### src/rtl/multdiv_scheduler.sv
// rtl/multdiv_scheduler.sv - issue/writeback controller for the shared iterative multiply/divide unit
// Optional feature: MD_EXCEPTION_EN (redirect excepting results to r30 with a cause code)
module multdiv_scheduler #(
  parameter int DATA_W = 32,
  parameter int REG_W  = 5
) (
  input  logic              clk,
  input  logic              rst_n,
  input  logic              issue_valid,
  input  logic              issue_is_div,
  input  logic [REG_W-1:0]  issue_rd,
  output logic              issue_ready,
  input  logic [REG_W-1:0]  dec_rs,
  input  logic [REG_W-1:0]  dec_rt,
  input  logic [REG_W-1:0]  dec_rd,
  input  logic              dec_uses_rd,
  output logic              md_ctrl_mult,
  output logic              md_ctrl_div,
  input  logic [DATA_W-1:0] md_result,
  input  logic              md_exception,
  input  logic              md_ready,
  input  logic              pipe_wb_valid,
  output logic              pipe_stall,
  output logic              wb_sel,
  output logic [REG_W-1:0]  wb_rd,
  output logic [DATA_W-1:0] wb_data
);

  typedef enum logic [1:0] {IDLE, BUSY, PEND} state_t;

  localparam logic [REG_W-1:0] EXC_RD = REG_W'(30);

  state_t              state, state_nxt;
  logic [REG_W-1:0]    pend_rd;
  logic                pend_is_div;
  logic [DATA_W-1:0]   buf_data;
  logic                buf_exc;
  logic                capture_issue, capture_result;
  logic [REG_W-1:0]    eff_rd;
  logic [DATA_W-1:0]   eff_data;
  logic                hazard_rd, hazard_exc;
  logic                active;

  always_ff @(posedge clk or negedge rst_n) begin
    if (!rst_n) begin
      state       <= IDLE;
      pend_rd     <= '0;
      pend_is_div <= 1'b0;
      buf_data    <= '0;
      buf_exc     <= 1'b0;
    end else begin
      state <= state_nxt;
      if (capture_issue) begin
        pend_rd     <= issue_rd;
        pend_is_div <= issue_is_div;
      end
      if (capture_result) begin
        buf_data <= md_result;
        buf_exc  <= md_exception;
      end
    end
  end

`ifdef MD_EXCEPTION_EN
  // Cause code: 4 = mult overflow, 5 = divide fault. r30 is guarded for the whole op
  // because the exception is only known once the result arrives.
  assign eff_rd     = buf_exc ? EXC_RD : pend_rd;
  assign eff_data   = buf_exc ? (pend_is_div ? DATA_W'(5) : DATA_W'(4)) : buf_data;
  assign hazard_exc = (dec_rs == EXC_RD) || (dec_rt == EXC_RD) ||
                      (dec_uses_rd && (dec_rd == EXC_RD));
`else
  logic unused_exc;
  assign unused_exc = buf_exc;
  assign eff_rd     = pend_rd;
  assign eff_data   = buf_data;
  assign hazard_exc = 1'b0;
`endif

  assign active    = (state != IDLE);
  assign hazard_rd = (pend_rd != '0) &&
                     ((dec_rs == pend_rd) || (dec_rt == pend_rd) ||
                      (dec_uses_rd && (dec_rd == pend_rd)));

  always_comb begin
    state_nxt      = state;
    issue_ready    = 1'b0;
    md_ctrl_mult   = 1'b0;
    md_ctrl_div    = 1'b0;
    capture_issue  = 1'b0;
    capture_result = 1'b0;
    wb_sel         = 1'b0;
    case (state)
      IDLE: begin
        issue_ready = 1'b1;
        if (issue_valid && rst_n) begin
          capture_issue = 1'b1;
          md_ctrl_div   = issue_is_div;
          md_ctrl_mult  = !issue_is_div;
          state_nxt     = BUSY;
        end
      end
      BUSY: begin
        if (md_ready) begin
          capture_result = 1'b1;
          state_nxt      = PEND;
        end
      end
      PEND: begin
        // r0 is never written; the pipeline always has priority on the port.
        if (eff_rd == '0) begin
          state_nxt = IDLE;
        end else if (!pipe_wb_valid) begin
          wb_sel    = 1'b1;
          state_nxt = IDLE;
        end
      end
      default: state_nxt = IDLE;
    endcase
  end

  assign pipe_stall = (active && issue_valid) ||
                      (active && (hazard_rd || hazard_exc)) ||
                      (state == PEND);

  assign wb_rd   = (state == PEND) ? eff_rd   : '0;
  assign wb_data = (state == PEND) ? eff_data : '0;

endmodule

### config.mk
export PLATFORM = sky130hd
export DESIGN_NAME = multdiv_scheduler
export DESIGN_NICKNAME = d
export VERILOG_FILES = /design/src/rtl/multdiv_scheduler.sv
export SDC_FILE = /design/constraint.sdc
export NUM_CORES = 1
export LEC_CHECK = 0
export ABC_CLOCK_PERIOD_IN_PS = 1400
export BUFFER_PORTS_ARGS = -buffer_cell sky130_fd_sc_hd__buf_2
export CAP_MARGIN = 30
export CORE_ASPECT_RATIO = 0.7
export CORE_UTILIZATION = 41
export DETAILED_ROUTE_END_ITERATION = 6
export PLACE_DENSITY = 0.86
export SLEW_MARGIN = 40
export SYNTH_ARGS = -nofsm -noshare
export SYNTH_HDL_FRONTEND = slang
export SYNTH_SLANG_ARGS = --single-unit
### constraint.sdc
create_clock -name clk -period 1.4 [get_ports clk]
set_input_delay 0.28 -clock clk [delete_from_list [all_inputs] [get_ports clk]]
set_output_delay 0.28 -clock clk [all_outputs]
set_load 0.01 [all_outputs]
# Word level (Yosys, flattened, before mapping)
# Index checks and enable logic that the tools add are counted.
# W data, S select, Z words.
[totals]
ff_bits = 39
in_bits = 60
out_inout_bits = 42
wordCells = 45
[op_classes]
eq_ne = 8
mux = 19
n_reduce_logical = 15
[ops]
columns = ["cell", "n"]
rows = [
  ["$mux W32", 1],
  ["$eq A5 B5 Y1", 3],
  ["$mux W1", 12],
  ["$mux W2", 4],
  ["$pmux W2 S3", 1],
  ["$logic_and A1 B1 Y1", 5],
  ["$logic_not A5 Y1", 1],
  ["$mux W5", 1],
  ["$reduce_bool A5 Y1", 1],
  ["$logic_or A1 B1 Y1", 4],
  ["$ne A2 B2 Y1 const B", 2],
  ["$ne A3 B3 Y1 const B", 1],
  ["$reduce_and A3 Y1", 1],
  ["$eq A2 B1 Y1 const B", 1],
  ["$eq A2 B2 Y1 const B", 1],
  ["$logic_not A2 Y1", 1],
  ["$reduce_bool A2 Y1", 1],
  ["$logic_not A1 Y1", 1],
]

# Logic depth before layout (Yosys ltp)
[depth]
ltp_word = 7
mapped_depth = 6
ltp_nobuf = 5

# Worst setup path after synthesis
# OpenSTA, ideal clock, no wires.
[synth_timing]
path_kind = "reg2out"
startpoint = "register pend_rd[2], in the netlist eff_rd[2]"
endpoint = "output port pipe_stall"
arrival_time_ns = 1.340
t_required_ns = 1.120
setup_slack_ns = -0.220
stages_incl_launch_ff = 7
cell_sequence = "dfrtp_1 > buf_6 > xor2_1 > nor4_1 > and3_1 > o31ai_1 > a31oi_1"
[synth_via]
elab_chain_cells = 7
word_cells_on_any_way = 11
cone_classes = "eq/ne: 3; reduce/logical: 8"
[synth_rtl]
columns = ["item", "line_no", "text"]
rows = [
  ["start: declaration", "34", "logic [REG_W-1:0] pend_rd;"],
  ["start signal: assignment", "54", "pend_rd <= issue_rd;"],
  ["$eq A5 B5 Y1 (on tied branches)", "81, 82", ""],
  ["$logic_or A1 B1 Y1 / $logic_and A1 B1 Y1 (equally long branches)", "81, 82", ""],
  ["$logic_or A1 B1 Y1", "81", "((dec_rs == pend_rd) || (dec_rt == pend_rd) ||"],
  ["$logic_and A1 B1 Y1 *", "80", "assign hazard_rd = (pend_rd != '0) &&"],
  ["$logic_and A1 B1 Y1 *", "122", "(active && (hazard_rd || hazard_exc)) ||"],
  ["$logic_or A1 B1 Y1 *", "121", "assign pipe_stall = (active && issue_valid) ||"],
  ["$logic_or A1 B1 Y1 *", "122", ""],
  ["end: declaration", "23", "output logic pipe_stall,"],
]
# Every way passes the cells marked *; elsewhere a longest branch is shown, timed or not.

# Final worst setup path
# Same ends and word-level chain as after synthesis.

==> results.py <==
metrics = {
    "logic_synthesis": {
        "synth_mux_area_share_pct": 18.3,
        "ys_types": 24,
        "syn_avg_cell_area_um2": 11.2,
        "postSynth.asyncResetShare_pct": 100,
        "synth_edf_count": 0,
        "synth_top_family_by_area": "simple AND/OR/NAND/NOR gates",
        "ys_seq_elements": 39,
        "yosys.area.top_type": "dfrtp_1",
        "syn-cell-area_mm2": 0.00197,
        "ys.flop_type": "dfrtp_1",
        "yosys-top-cells-area": "dfrtp_1 (50%), mux2_1 (18%), and2_1 (12%)",
        "synth-xor-area-share_pct": 7.05,
        "syn_inst": 176,
        "yosys.area.top_type_share_pct": 49.5,
        "synth-simple-area-share_pct": 20.4,
        "synth_compound_area_share_pct": 0.952,
        "synth-seq-area-share_pct": 49.5,
        "synth_fp_nets": 236,
        "synth_fa_ha_area_share_pct": 0,
        "ys_warn_count": 0,
    },
    "grt": {
        "grt_pass1_vias": 1726,
        "grt_overflow": 0,
        "grt_start_max_net_pins": 26,
        "track_usage_pct": 22.4,
        "antenna_found_initial": 0,
        "grt_pass1_wl_mm": 8.42,
    },
    "place": {
        "pre_cts_ws_ps": -348,
        "placed_area_mm2": 0.00261,
        "place_inst": 333,
        "gp_congestion": 0.919,
        "portBuffers": 100,
        "dp_hpwl_mm": 3.51,
    },
    "setup_path": {
        "cp_max_fo": 3,
        "cp-start-kind": "flop",
        "reg2reg_setup_slack_ps": -170,
        "endpoint_kind": "output port",
        "critPathKind": "reg -> out",
        "cp.arrival_ps": 1750,
        "critPathRequiredTime_ps": 1120,
    },
    "power_and_ir_drop": {
        "powerDensity_mw_per_mm2": 1600,
        "ir_drop_uv": 898,
        "p_leak_uw": 0.00184,
    },
    "final_layout": {
        "drive_gt1_share_pct": 73.1,
        "instances_no_fill": 363,
        "n_antenna_cell": 0,
        "final_util_pct": 77.6,
        "areaGrowthSynthToFinish_pct": 76.4,
        "nNetsFinal": 367,
        "design_area_mm2": 0.00348,
    },
    "timing": {
        "clock.fmax_ghz": 0.494,
        "slew_headroom_pct": 78.0,
        "rsz0062_at_grt": "true",
        "timing.final.crit_share_pct": 145,
        "slew_violations": 0,
        "hold_ws_ps": -0.827,
        "fin_ws_ps": -626,
        "fin_skew_ps": 4.72,
        "tns_ps": -15480,
        "finalHoldViolCount": 3,
        "min_period_ps": 2030,
        "setup_violations": 75,
        "worst_slew_pin_slew_ps": 330,
    },
    "detailed_routing": {
        "vias": 1771,
        "ant_nets": 0,
        "vias_per_cell": 4.88,
        "first_iter_violations": 73,
        "wire_per_inst_um": 17.4,
        "drt_pre_antenna_iters": 6,
        "drcViolationCount": 5,
        "routed_wl_mm": 6.31,
    },
    "clock_network": {
        "cts-root-buf": "clkbuf_8",
        "htreeDepth": 2,
        "cts_buffer_depth": 2,
        "clk_pin_slew_ps": 80,
        "clk_latency_ps": 290,
        "cts.sinks": 39,
        "cts_tree": "yes",
        "cts_buffers": 5,
    },
    "run_status": {
        "status": "complete, but fails checks",
        "violations": "DRC, hold timing, setup timing",
    },
    "floorplan": {
        "rows": 20,
        "die-area_mm2": 0.00509,
        "start_util_pct": 44.0,
        "die_y_um": 60.0,
        "fp.dieW_um": 84.9,
        "coreArea_mm2": 0.00448,
        "io_pins": 102,
    },
    "flow_run": {
        "maxCapViolations": 0,
    },
    "worst_hold_path": {
        "hold_class": "in -> async",
    },
}
[metrics by stage]
step | hold slack (ps) | power (uW)
5_1_grt | 9.06 | 5830
3_5_place_dp | 280 | 3460
2_1_floorplan | -15.6 | 2880
4_1_cts | 1.45 | 4950
6_report | -0.827 | 5560
3_3_place_gp | 271 | 3360
[report_power, final]
group | internal (uW) | switching, uW
combinational | 1730 | 938
clock | 448 | 399
sequential | 1670 | 375
total | 3840 | 1710
[synthesized netlist by cell type, types with 2 or more instances]
library cell,number
and2_1,38
and3_1,2
buf_2,6
buf_6,2
clkbuf_1,5
dfrtp_1,39
mux2_1,32
nand2_1,17
nand3_1,4
nor2_1,4
nor3_1,2
xnor2_1,7
xor2_1,7
[registers in the layout (all words and copies together) (netlist names)]
name	cells
buf_data	32
eff_rd	5
state	2
[cells in the final DEF, fill, tap and decap left out, types with 5 or more instances in the layout]
cell type / instances
mux2_4: 32
clkbuf_8: 7
buf_6: 47
buf_2: 66
xnor2_1: 7
and2_1: 5
and2_4: 33
dfrtp_1: 35
buf_4: 15
xor2_1: 7
nand2_1: 15
[cell type report]
type | count | area [um2]
clock buffers | 7 | 96.3
flip-flops and latches | 39 | 981
repair buffers | 137 | 1150
inverters | 1 | 3.75
fillers | 285 | 1000
well taps | 55 | 68.8
multi-input cells | 123 | 1170
clock inverters | 1 | 7.51
[routing by layer]
metal,wire length [um],part of all wire [%],GRT usage (%)
met5,0,0,0
met4,29,0.46,4.36
met3,368,5.8,6.63
met2,3110,49,38.3
met1,2810,44,29.0
[final timing paths]
kind | cells past startpoint | start | end
max | 7 | eff_rd[2] | pipe_stall
min | 2 | rst_n | buf_data[10]
max reg2reg | 6 | state[0] | buf_data[25]
min reg2reg | 1 | buf_data[19] | buf_data[19]
max in group asynchronous | 2 | rst_n | eff_rd[0]
min in group clk | 2 | md_ready | state[0]
[critical path, stage by stage (launching register included)]
cell and delay (ps):
dfrtp_2 430, buf_4 150, xnor2_1 150, nand3_1 90
nor3_1 230, o31ai_1 120, a31oi_1 140, buf_2 150
[timing repair]
action / CTS / global route
cloned: 3 / 4
setup endpoints to repair: 41 / 74
hold buffers: 0 / 0
setup buffers: 15 / 9
gates resized for setup: 65 / 73
pin swaps: 29 / 18
[kinds of logic (layout without fill, tap and decap cells)]
family                 count (synthesis)  in the layout
AO/OA/AOI/OAI                          3              3
XOR/XNOR                              15             15
buffers and inverters                 14            146
flip-flops                            39             39
multiplexers                          32             32
AND/OR/NAND/NOR                       73             73
Power figures use the tool's default switching activity.
